--- src/rtl/cmd_host.sv ---
// ---------------------------------------------------------------------------
// cmd_host
// Host-side command initiator for the logic-analyzer command/config block.
// Takes one host request at a time (register read, register write or channel
// dump), presents the 16-bit command to the responder with cmd_rdy, captures
// each response byte, waits out the emulated transmit time and acknowledges
// with resp_sent. Dumps return ENTRIES bytes; the last one is flagged.
// Writes check for the ACK byte. A watchdog aborts requests that stall.
//
// Ports
//   clk, rst_n          clock; asynchronous reset, active-high
//   req_valid/op/reg/   host request (op 00 read, 01 write, 10 dump,
//   req_data/req_ready  11 illegal); req_ready high only while idle
//   cmd, cmd_rdy        command word and its valid flag to the responder
//   clr_cmd_rdy         responder consumed cmd
//   send_resp, resp     responder response strobe and byte
//   resp_sent           one-cycle pulse: response byte transmitted
//   rsp_data/rsp_valid/ captured byte, its pulse and the final-byte flag
//   rsp_last
//   rsp_err, timeout,   one-cycle pulses: error, watchdog expiry,
//   done                request complete
// ---------------------------------------------------------------------------
module cmd_host #(
    parameter int unsigned ENTRIES  = 384,
    parameter int unsigned LOG2     = 9,
    parameter int unsigned SENT_DLY = 20,
    parameter int unsigned TIMEOUT  = 50000,
    parameter logic [7:0]  ACK      = 8'hA5
) (
    input  logic        clk,
    input  logic        rst_n,
    input  logic        req_valid,
    input  logic [1:0]  req_op,
    input  logic [5:0]  req_reg,
    input  logic [7:0]  req_data,
    output logic        req_ready,
    output logic [15:0] cmd,
    output logic        cmd_rdy,
    input  logic        clr_cmd_rdy,
    input  logic        send_resp,
    input  logic [7:0]  resp,
    output logic        resp_sent,
    output logic [7:0]  rsp_data,
    output logic        rsp_valid,
    output logic        rsp_last,
    output logic        rsp_err,
    output logic        timeout,
    output logic        done
);

    // One cycle counter serves both the watchdog (ISSUE/WAIT_RESP) and the
    // transmit delay (DRAIN); it clears on every state change.
    localparam int unsigned CNT_MAX = (TIMEOUT > SENT_DLY) ? TIMEOUT : SENT_DLY;
    localparam int unsigned CW      = $clog2(CNT_MAX + 1);

    localparam logic [CW-1:0]   TO_LAST   = CW'(TIMEOUT - 1);
    localparam logic [CW-1:0]   DLY_LAST  = CW'(SENT_DLY - 1);
    localparam logic [LOG2-1:0] LAST_BYTE = LOG2'(ENTRIES - 1);

    localparam logic [1:0] OP_RD   = 2'b00;
    localparam logic [1:0] OP_WR   = 2'b01;
    localparam logic [1:0] OP_DUMP = 2'b10;

    typedef enum logic [1:0] {
        IDLE,
        ISSUE,
        WAIT_RESP,
        DRAIN
    } state_e;

    state_e          state_q, state_d;
    logic [15:0]     cmd_q, cmd_d;
    logic [LOG2-1:0] byte_cnt_q, byte_cnt_d;
    logic [CW-1:0]   cyc_q, cyc_d;
    logic [7:0]      rsp_data_q, rsp_data_d;
    logic            rsp_valid_q, rsp_valid_d;
    logic            rsp_last_q, rsp_last_d;
    logic            rsp_err_q, rsp_err_d;
    logic            resp_sent_q, resp_sent_d;
    logic            timeout_q, timeout_d;
    logic            done_q, done_d;
    logic            is_last;

    // The opcode of the request in flight lives in the top bits of cmd_q,
    // which is held stable until the next accepted request.
    assign is_last = (cmd_q[15:14] != OP_DUMP) || (byte_cnt_q == LAST_BYTE);

    always_comb begin
        // NOTE: every variable gets a default before the case so that no path
        // leaves it unassigned; otherwise synthesis infers a latch.
        state_d     = state_q;
        cmd_d       = cmd_q;
        byte_cnt_d  = byte_cnt_q;
        cyc_d       = cyc_q;
        rsp_data_d  = rsp_data_q;
        rsp_valid_d = 1'b0;
        rsp_last_d  = 1'b0;
        rsp_err_d   = 1'b0;
        resp_sent_d = 1'b0;
        timeout_d   = 1'b0;
        done_d      = 1'b0;

        case (state_q)
            IDLE: begin
                // A response with nothing outstanding is an overrun.
                if (send_resp) rsp_err_d = 1'b1;
                if (req_valid) begin
                    case (req_op)
                        OP_RD, OP_WR: begin
                            cmd_d      = {req_op, req_reg, req_data};
                            byte_cnt_d = '0;
                            state_d    = ISSUE;
                        end
                        OP_DUMP: begin
                            cmd_d      = {OP_DUMP, 3'b000, req_reg[2:0], 8'h00};
                            byte_cnt_d = '0;
                            state_d    = ISSUE;
                        end
                        default: begin
                            rsp_err_d = 1'b1;
                            done_d    = 1'b1;
                        end
                    endcase
                end
            end

            // A response arriving while still in ISSUE implies the responder
            // took the command, so both states capture it identically.
            ISSUE, WAIT_RESP: begin
                if (send_resp) begin
                    rsp_data_d  = resp;
                    rsp_valid_d = 1'b1;
                    rsp_last_d  = is_last;
                    if (cmd_q[15:14] == OP_WR && resp != ACK) rsp_err_d = 1'b1;
                    state_d = DRAIN;
                end else if (cyc_q == TO_LAST) begin
                    timeout_d = 1'b1;
                    rsp_err_d = 1'b1;
                    done_d    = 1'b1;
                    state_d   = IDLE;
                end else if (state_q == ISSUE && clr_cmd_rdy) begin
                    state_d = WAIT_RESP;
                end
            end

            DRAIN: begin
                if (send_resp) rsp_err_d = 1'b1;
                if (cyc_q == DLY_LAST) begin
                    resp_sent_d = 1'b1;
                    if (is_last) begin
                        done_d  = 1'b1;
                        state_d = IDLE;
                    end else begin
                        byte_cnt_d = byte_cnt_q + LOG2'(1);
                        state_d    = WAIT_RESP;
                    end
                end
            end

            default: state_d = IDLE;
        endcase

        if (state_d != state_q) begin
            cyc_d = '0;
        end else if (state_q != IDLE) begin
            cyc_d = cyc_q + CW'(1);
        end
    end

    // rst_n is active-high here despite its name.
    always_ff @(posedge clk or posedge rst_n) begin
        if (rst_n) begin
            state_q     <= IDLE;
            cmd_q       <= 16'h0000;
            byte_cnt_q  <= '0;
            cyc_q       <= '0;
            rsp_data_q  <= 8'h00;
            rsp_valid_q <= 1'b0;
            rsp_last_q  <= 1'b0;
            rsp_err_q   <= 1'b0;
            resp_sent_q <= 1'b0;
            timeout_q   <= 1'b0;
            done_q      <= 1'b0;
        end else begin
            // NOTE: non-blocking assignments so every register samples the
            // pre-edge value of the others, independent of statement order.
            state_q     <= state_d;
            cmd_q       <= cmd_d;
            byte_cnt_q  <= byte_cnt_d;
            cyc_q       <= cyc_d;
            rsp_data_q  <= rsp_data_d;
            rsp_valid_q <= rsp_valid_d;
            rsp_last_q  <= rsp_last_d;
            rsp_err_q   <= rsp_err_d;
            resp_sent_q <= resp_sent_d;
            timeout_q   <= timeout_d;
            done_q      <= done_d;
        end
    end

    assign req_ready = (state_q == IDLE);
    assign cmd_rdy   = (state_q == ISSUE);
    assign cmd       = cmd_q;
    assign rsp_data  = rsp_data_q;
    assign rsp_valid = rsp_valid_q;
    assign rsp_last  = rsp_last_q;
    assign rsp_err   = rsp_err_q;
    assign resp_sent = resp_sent_q;
    assign timeout   = timeout_q;
    assign done      = done_q;

endmodule

--- config.mk ---
export PLATFORM = sky130hd
export DESIGN_NAME = cmd_host
export DESIGN_NICKNAME = d
export VERILOG_FILES = /design/src/rtl/cmd_host.sv
export SDC_FILE = /design/constraint.sdc
export NUM_CORES = 1
export LEC_CHECK = 0
export ABC_AREA = 0
export CAP_MARGIN = 20
export CORE_MARGIN = 2
export CORE_UTILIZATION = 35
export CTS_CLUSTER_DIAMETER = 200
export DETAILED_ROUTE_END_ITERATION = 16
export GPL_TIMING_DRIVEN = 0
export PLACE_DENSITY = 0.62
export REMOVE_ABC_BUFFERS = 1
export SLEW_MARGIN = 20
export SYNTH_ARGS = -nofsm -noshare
export SYNTH_HDL_FRONTEND = slang
export SYNTH_SLANG_ARGS = --single-unit
--- constraint.sdc ---
create_clock -name clk -period 3.8 [get_ports clk]
set_clock_uncertainty 0.15 [all_clocks]
set_input_delay 1.14 -clock clk [delete_from_list [all_inputs] [get_ports clk]]
set_output_delay 1.14 -clock clk [all_outputs]
set_load 0.02 [all_outputs]
Yosys cells after proc, flatten, opt, wreduce, memory -nomap -nowiden --
Cells that the tools add are included.
Word-level totals: register bits 57, logic and storage cells 79, input port bits 29, output and inout port bits 32
Cells by class: eq/ne operators 16, muxes and demuxes 35, add/sub/neg operators 2, reduce and logical (&&, ||, !) cells 15
Operators by type and width (number):
- $mux W9 | 4
- $mux W16 | 2
- $pmux W16 S2 | 1
- $pmux W9 S2 | 1
- $mux W1 | 17
- $add A16 B1 Y16 const B | 1
- $eq A16 B16 Y1 const B | 1
- $eq A16 B5 Y1 const B | 1
- $mux W2 | 7
- $ne A2 B2 Y1 const B | 5
- $add A9 B1 Y9 const B | 1
- $eq A9 B9 Y1 const B | 1
- $ne A8 B8 Y1 const B | 1
- $reduce_bool A2 Y1 | 4
- $eq A2 B1 Y1 const B | 3
- $eq A2 B2 Y1 const B | 3
- $pmux W1 S3 | 2
- $pmux W2 S3 | 1
- $reduce_and A5 Y1 | 1
- $logic_not A2 Y1 | 2
- $reduce_or A2 Y1 | 2
- $reduce_and A3 Y1 | 1
- $reduce_or A3 Y1 | 1
- $logic_and A1 B1 Y1 | 2
- other kinds (3) | 3

Longest topological paths before layout --
Gate-level depths: netlist of the first run.
word-level depth 8, mapped depth 9, depth with buffers taken out 8

Worst setup path after synthesis of the first run --
No wires, ideal clock.
kind input port to flip-flop, start point in send_resp, end point reg cyc_q[1], stages 6, data required time 3528 ps, data arrival time 2343 ps, slack 1185 ps, path buffers 1, cells stage by stage nor3b_1 and3_1 o21a_2 mux2i_2 buf_4 nor3_2
Between the ends: cells in the longest elaborated chain, start to end 4, elaborated cells between the ends (all ways) 5
RTL lines:
- from (decl) | RTL line 40 | input logic send_resp,
- $mux W2 (*) | RTL line 130 | if (send_resp) begin
- $pmux W2 S3 (*) | RTL line 103 | case (state_q)
- $ne A2 B2 Y1 (*) | RTL line 163 | if (state_d != state_q) begin
- $mux W16 or $reduce_bool A2 Y1 (tied branches)
- to (signal assigned) | RTL line 190 | cyc_q <= cyc_d;
- to (decl) | RTL line 74 | logic [CW-1:0] cyc_q, cyc_d;
Every way passes the cells marked *; elsewhere a longest branch is shown, timed or not. A chain may end at the register's enable or synchronous reset.

Final worst setup path of the first run --
start point reg state_q[1], end point out req_ready
Between the ends: cells in the longest elaborated chain, start to end 1
RTL lines:
- from (decl) | RTL line 71 | state_e state_q, state_d;
- from (signal assigned) | RTL line 187 | state_q <= state_d;
- $logic_not A2 Y1 | RTL line 201 | assign req_ready = (state_q == IDLE);
- to (decl) | RTL line 36 | output logic req_ready,
Every way passes these cells.

==> run metrics, run 1 <==
I/O pins=61; Critical Path AT=2.22 ns; delay-heaviest family, CP=buffers and inverters; Hold Startpoint=cmd[0]; CP max stage delay=0.70 ns; Layout Nets=375; R2R Setup Slk=0.98 ns; Post-DP HPWL=4500 um; die area=0.00894 mm2; status=finished, final reports clean; number of flops mapped to enable cells by yosys=0; Seq cells post-synth=57; WL final=6330 um; worst min-delay path class=register to register; Yosys top cell area share=49.7%; crit share post-route=92.4%; Seq/Total Area, Yosys=49.7%; CTS resizes=0; initial core utilization=35.5%; GPL Wtd Cong=0.785; die width=94.5 um; PnR worst setup slack=0.288 ns; Crit Reg-Reg Endpoint=byte_cnt_q[4]; clock-pin slew on the worst setup and hold paths=0.07 ns; TNS Setup=0 ns; Mapped Cells=277; clock sinks=57; final hold viol count=0; crit start category=register; Leak=0.00157 uW; CP bufs+invs=2; die span in y=94.5 um; Post-CTS Setup Bufs=0; Finished Core Util=47.2%; share of cells above drive strength 1=14.5%; Remaining Overflow, GRT=0; Core Rows=33; Core ar.=0.00809 mm2; Vias/cell=4.95; hold slack=0.332 ns; max cap viols=0; Slew @ Worst Pin=0.823 ns; initial antenna violation count=0; vias in the first global route=2252; H-tree Lvls=3; RSZ-0062 raised after global routing=no; Post-route DRC=0; Slew Viols, Final=0; Synth Area per Inst=10.4 um2; Tot GR Track Use=15.8%; first-pass GRT wire length=11000 um; largest net degree at the start of global routing=58; Critical Path Sink Type=output pin; port buffer count=60; worst-path cell chain=inv_1 -> ha_1 -> clkdlybuf4s50_1; Synth area leader=dfrtp_1; Peak VDD IR=0.296 mV; Crit-path slowest cell=clkdlybuf4s50_1; worst hold stages=2; Slew headroom=45.0%; Distinct cells, synth=47; via count=2227; FILL cells=790; power density cells=758 mW/mm2; Worst Path Required=2.51 ns; dominant cells by area after synthesis=dfrtp_1, xnor2_1, nand2_1; TritonCTS clock tree=yes; total CTS buffers=9; Tmin final=3.51 ns; Synthesis Warnings=0; Ant. Diodes=0; RR Startpoint=state_q[1]; synthesized area=0.00287 mm2; residual antenna-violating net count after detailed routing=0; DRT iter0 DRCs=104; cts hold-fix bufs=0; Area Overhead vs Synth=33.3%; dpl cells=435; non-filler cells, final=450; final setup violating endpoints=0; commonest register cell after synthesis=dfrtp_1; most common cell after layout, fill and taps aside=clkdlybuf4s50_1; pre-CTS setup slack=0.0436 ns; Worst Path Max Fanout=12; clk root buf=clkbuf_8; fmax=0.285 GHz; clk_lat worst skew=0.33 ns; ys async rst share=100%; Hold EP=cmd[0]; reg2reg path depth=5; Max clock buf depth=2; commonest non-fill, non-tap cells in the layout=clkdlybuf4s50_1, dfrtp_1, nand2_1, nor2_1, xnor2_1; path type of the worst setup path=register to output pin; DR pass1 iterations=4; Routed WL per cell=14.1 um
[layer usage]
metal | global-route usage (%) | vias up | share of wire [%]
met5 | 0 | - | 0
met4 | 5.56 | 0 | 0.99
met3 | 4.71 | 8 | 6.5
met2 | 24.2 | 64 | 46
met1 | 21.2 | 1063 | 47
li1 | - | 1092 | -
[synth_stat cells, types with 2 or more instances]
library cell	count
mux2i_1	2
nand4_1	4
xor2_1	3
and3_1	3
dfrtp_1	57
nor3_2	10
nand2b_1	3
o21ai_0	17
and2_1	2
nand2_1	40
mux2_2	13
ha_1	5
nor4b_4	2
inv_1	10
nor3b_1	2
nor4_1	3
and4_1	2
nor3_1	12
xnor2_1	18
nor4b_1	2
nor2_1	21
nand3_1	10
a21oi_1	8
clkbuf_1	4
mux2i_2	2
[logic make-up (layout without fill, tap and decap cells)]
kind of cell / after synthesis / count (layout) / share of synthesized area [%]
AOI/OAI and AO/OA: 36 / 36 / 7.81
xor gates and xnor gates: 21 / 21 / 6.41
adders and majority gates: 5 / 5 / 2.18
buffers and inverters: 17 / 85 / 2.66
DFF: 57 / 57 / 49.7
muxes: 17 / 17 / 6.76
and+or+nand+nor: 124 / 124 / 24.5
[flip-flops by register name (all words and copies together), names as in the netlist, 2 cells and up]
signal / flops
rsp_data: 8
cyc_q: 16
state_q: 2
byte_cnt_q: 9
cmd: 16
[per-stage QoR]
stage                     cell area, um2  power, uW
after CTS                           3810       2920
final                               3820       2900
after global routing                3820       3090
after global placement              3560       2160
after detailed placement            3570       2210
after floorplan                     2830       1680
[layout make-up]
type                    count  area, um2  area share, %
flip-flops and latches     57       1430           37.3
clock inverters             5        104           2.72
well taps                 105        131           3.44
clock buffers              10        138           3.60
inverters                  10       40.0           1.05
multi-input cells         203       1380           36.2
repair buffers             60        601           15.7
[worst reg2reg max path: stages, from the launching register on]
cell	delay [ns]
dfrtp_1	0.47
inv_1	0.20
ha_1	0.51
nand2_1	0.63
nor2_1	0.61
nor2_1	0.11
[where the power goes]
part           switching (uW)  leakage (uW)  internal [uW]  total [uW]
logic                     731      0.000708            567        1300
clock network             246      0.000122            450         695
registers                 118      0.000743            787         905
[worst max path at each step]
stage | startpoint | end | slack [ns] | depth (start not counted)
2_1_floorplan | send_resp | cyc_q[11] | 0.95 | 5
3_3_place_gp | send_resp | cyc_q[11] | -0.06 | 6
3_5_place_dp | send_resp | cyc_q[15] | 0.04 | 7
4_1_cts | state_q[1] | req_ready | 0.30 | 3
5_1_grt | req_valid | byte_cnt_q[4] | 0.17 | 5
6_report | state_q[1] | req_ready | 0.29 | 3
Power figures use the tool's default switching activity.
==> inputs of run 2 (changes only) <==
Settings changed: REMOVE_ABC_BUFFERS 1 to unset.
==> run metrics, run 2 (synthesized netlist as in run 1, its figures left out) <==
commonest non-fill, non-tap cells in the layout=clkdlybuf4s50_1, dfrtp_1, nand2_1, nor2_1, xnor2_1; largest net degree at the start of global routing=41; residual antenna-violating net count after detailed routing=0; most common cell after layout, fill and taps aside=clkdlybuf4s50_1; clock sinks=57; Crit-path slowest cell=clkdlybuf4s50_1; DRT iter0 DRCs=119; clk_lat worst skew=0.33 ns; worst hold stages=2; die span in y=94.5 um; Peak VDD IR=0.300 mV; Core ar.=0.00809 mm2; Slew @ Worst Pin=0.626 ns; Post-CTS Setup Bufs=0; Post-route DRC=0; Vias/cell=4.91; Remaining Overflow, GRT=0; Post-DP HPWL=4650 um; final hold viol count=0; Layout Nets=383; port buffer count=60; CP max stage delay=0.63 ns; Core Rows=33; Finished Core Util=47.4%; Detail Route met3 WL=335 um; met1 wire length=2920 um; fmax=0.318 GHz; Hold Startpoint=cmd[4]; GPL Wtd Cong=0.807; vias in the first global route=2267; via count=2255; status=finished, final reports clean; first-pass GRT wire length=10900 um; met2 WL=3050 um; die area=0.00894 mm2; worst-path cell chain=inv_1 -> ha_1 -> clkdlybuf4s50_1; WL final=6450 um; final setup violating endpoints=0; clk root buf=clkbuf_8; Ant. Diodes=0; H-tree Lvls=3; crit path launch=state_q[1]; I/O pins=61; top sig layer=met4; cts hold-fix bufs=0; crit start category=register; PnR worst setup slack=0.655 ns; Tot GR Track Use=15.9%; Routed WL per cell=14.0 um; crit share post-route=82.8%; RSZ-0062 raised after global routing=no; die width=94.5 um; Area Overhead vs Synth=33.6%; power density cells=736 mW/mm2; initial antenna violation count=0; Worst Path Required=2.51 ns; total CTS buffers=9; Leak=0.00158 uW; area of the multi-input gates=0.00137 mm2; path type of the worst setup path=register to output pin; max cap viols=0; reg2reg path depth=8; clock-pin slew on the worst setup and hold paths=0.07 ns; CTS resizes=0; Slew headroom=58.1%; Critical Path AT=1.86 ns; Tmin final=3.15 ns; Max clock buf depth=2; initial core utilization=35.5%; Critical Path Sink Type=output pin; TritonCTS clock tree=yes; Slew Viols, Final=0; share of cells above drive strength 1=15.3%; Worst Path Max Fanout=7; register area=0.00143 mm2; hold slack=0.336 ns; pre-CTS setup slack=0.369 ns; syn nets=311; FILL cells=783; RR Startpoint=cyc_q[0]; DR pass1 iterations=4; worst min-delay path class=register to register
## run 2: final cells by class
class	count	area share, %
multi-input combinational	203	35.6
clock inverter	6	2.15
timing repair buffer	61	16.2
clock buffer	10	3.33
buffer	7	1.01
tap	105	3.43
sequential	57	37.2
inverter	10	1.04
## run 2: layer usage
| metal | GRT usage (%) | vias to the layer above |
|---|---|---|
| met5 | 0 | - |
| met3 | 4.39 | 11 |
| li1 | - | 1114 |
| met4 | 6.88 | 0 |
| met2 | 26.1 | 54 |
| met1 | 19.5 | 1076 |
## run 2: power by group
part,switching (uW),internal (uW),total [uW]
registers,114,787,901
clock network,244,366,609
logic,728,585,1310
## run 2: worst max-delay path: cells and delay by family (launching register included)
kind,cells,cell delay (ns)
adder cells (fa/ha/maj),1,0.26
buffers and inverters,2,0.81
flip-flops,1,0.46
## run 2: final timing paths
path                                  end  slack, ns
worst max register to register  cyc_q[10]       1.13
worst min-delay path               cmd[4]       0.34
worst min register to register     cmd[4]       0.34
worst max-delay path              cmd_rdy       0.65
min in group asynchronous         cmd[12]       0.93
max in group asynchronous       cyc_q[10]       2.08
## run 2: through the flow
step,setup TNS [ns],std cells,power [uW],cell area (um2)
after global placement,-0.0256,442,2210,3600
after detailed placement,0,443,2240,3620
final,0,459,2820,3830
after CTS,0,459,2860,3830
after global routing,0,459,3000,3830
after floorplan,0,277,1730,2870
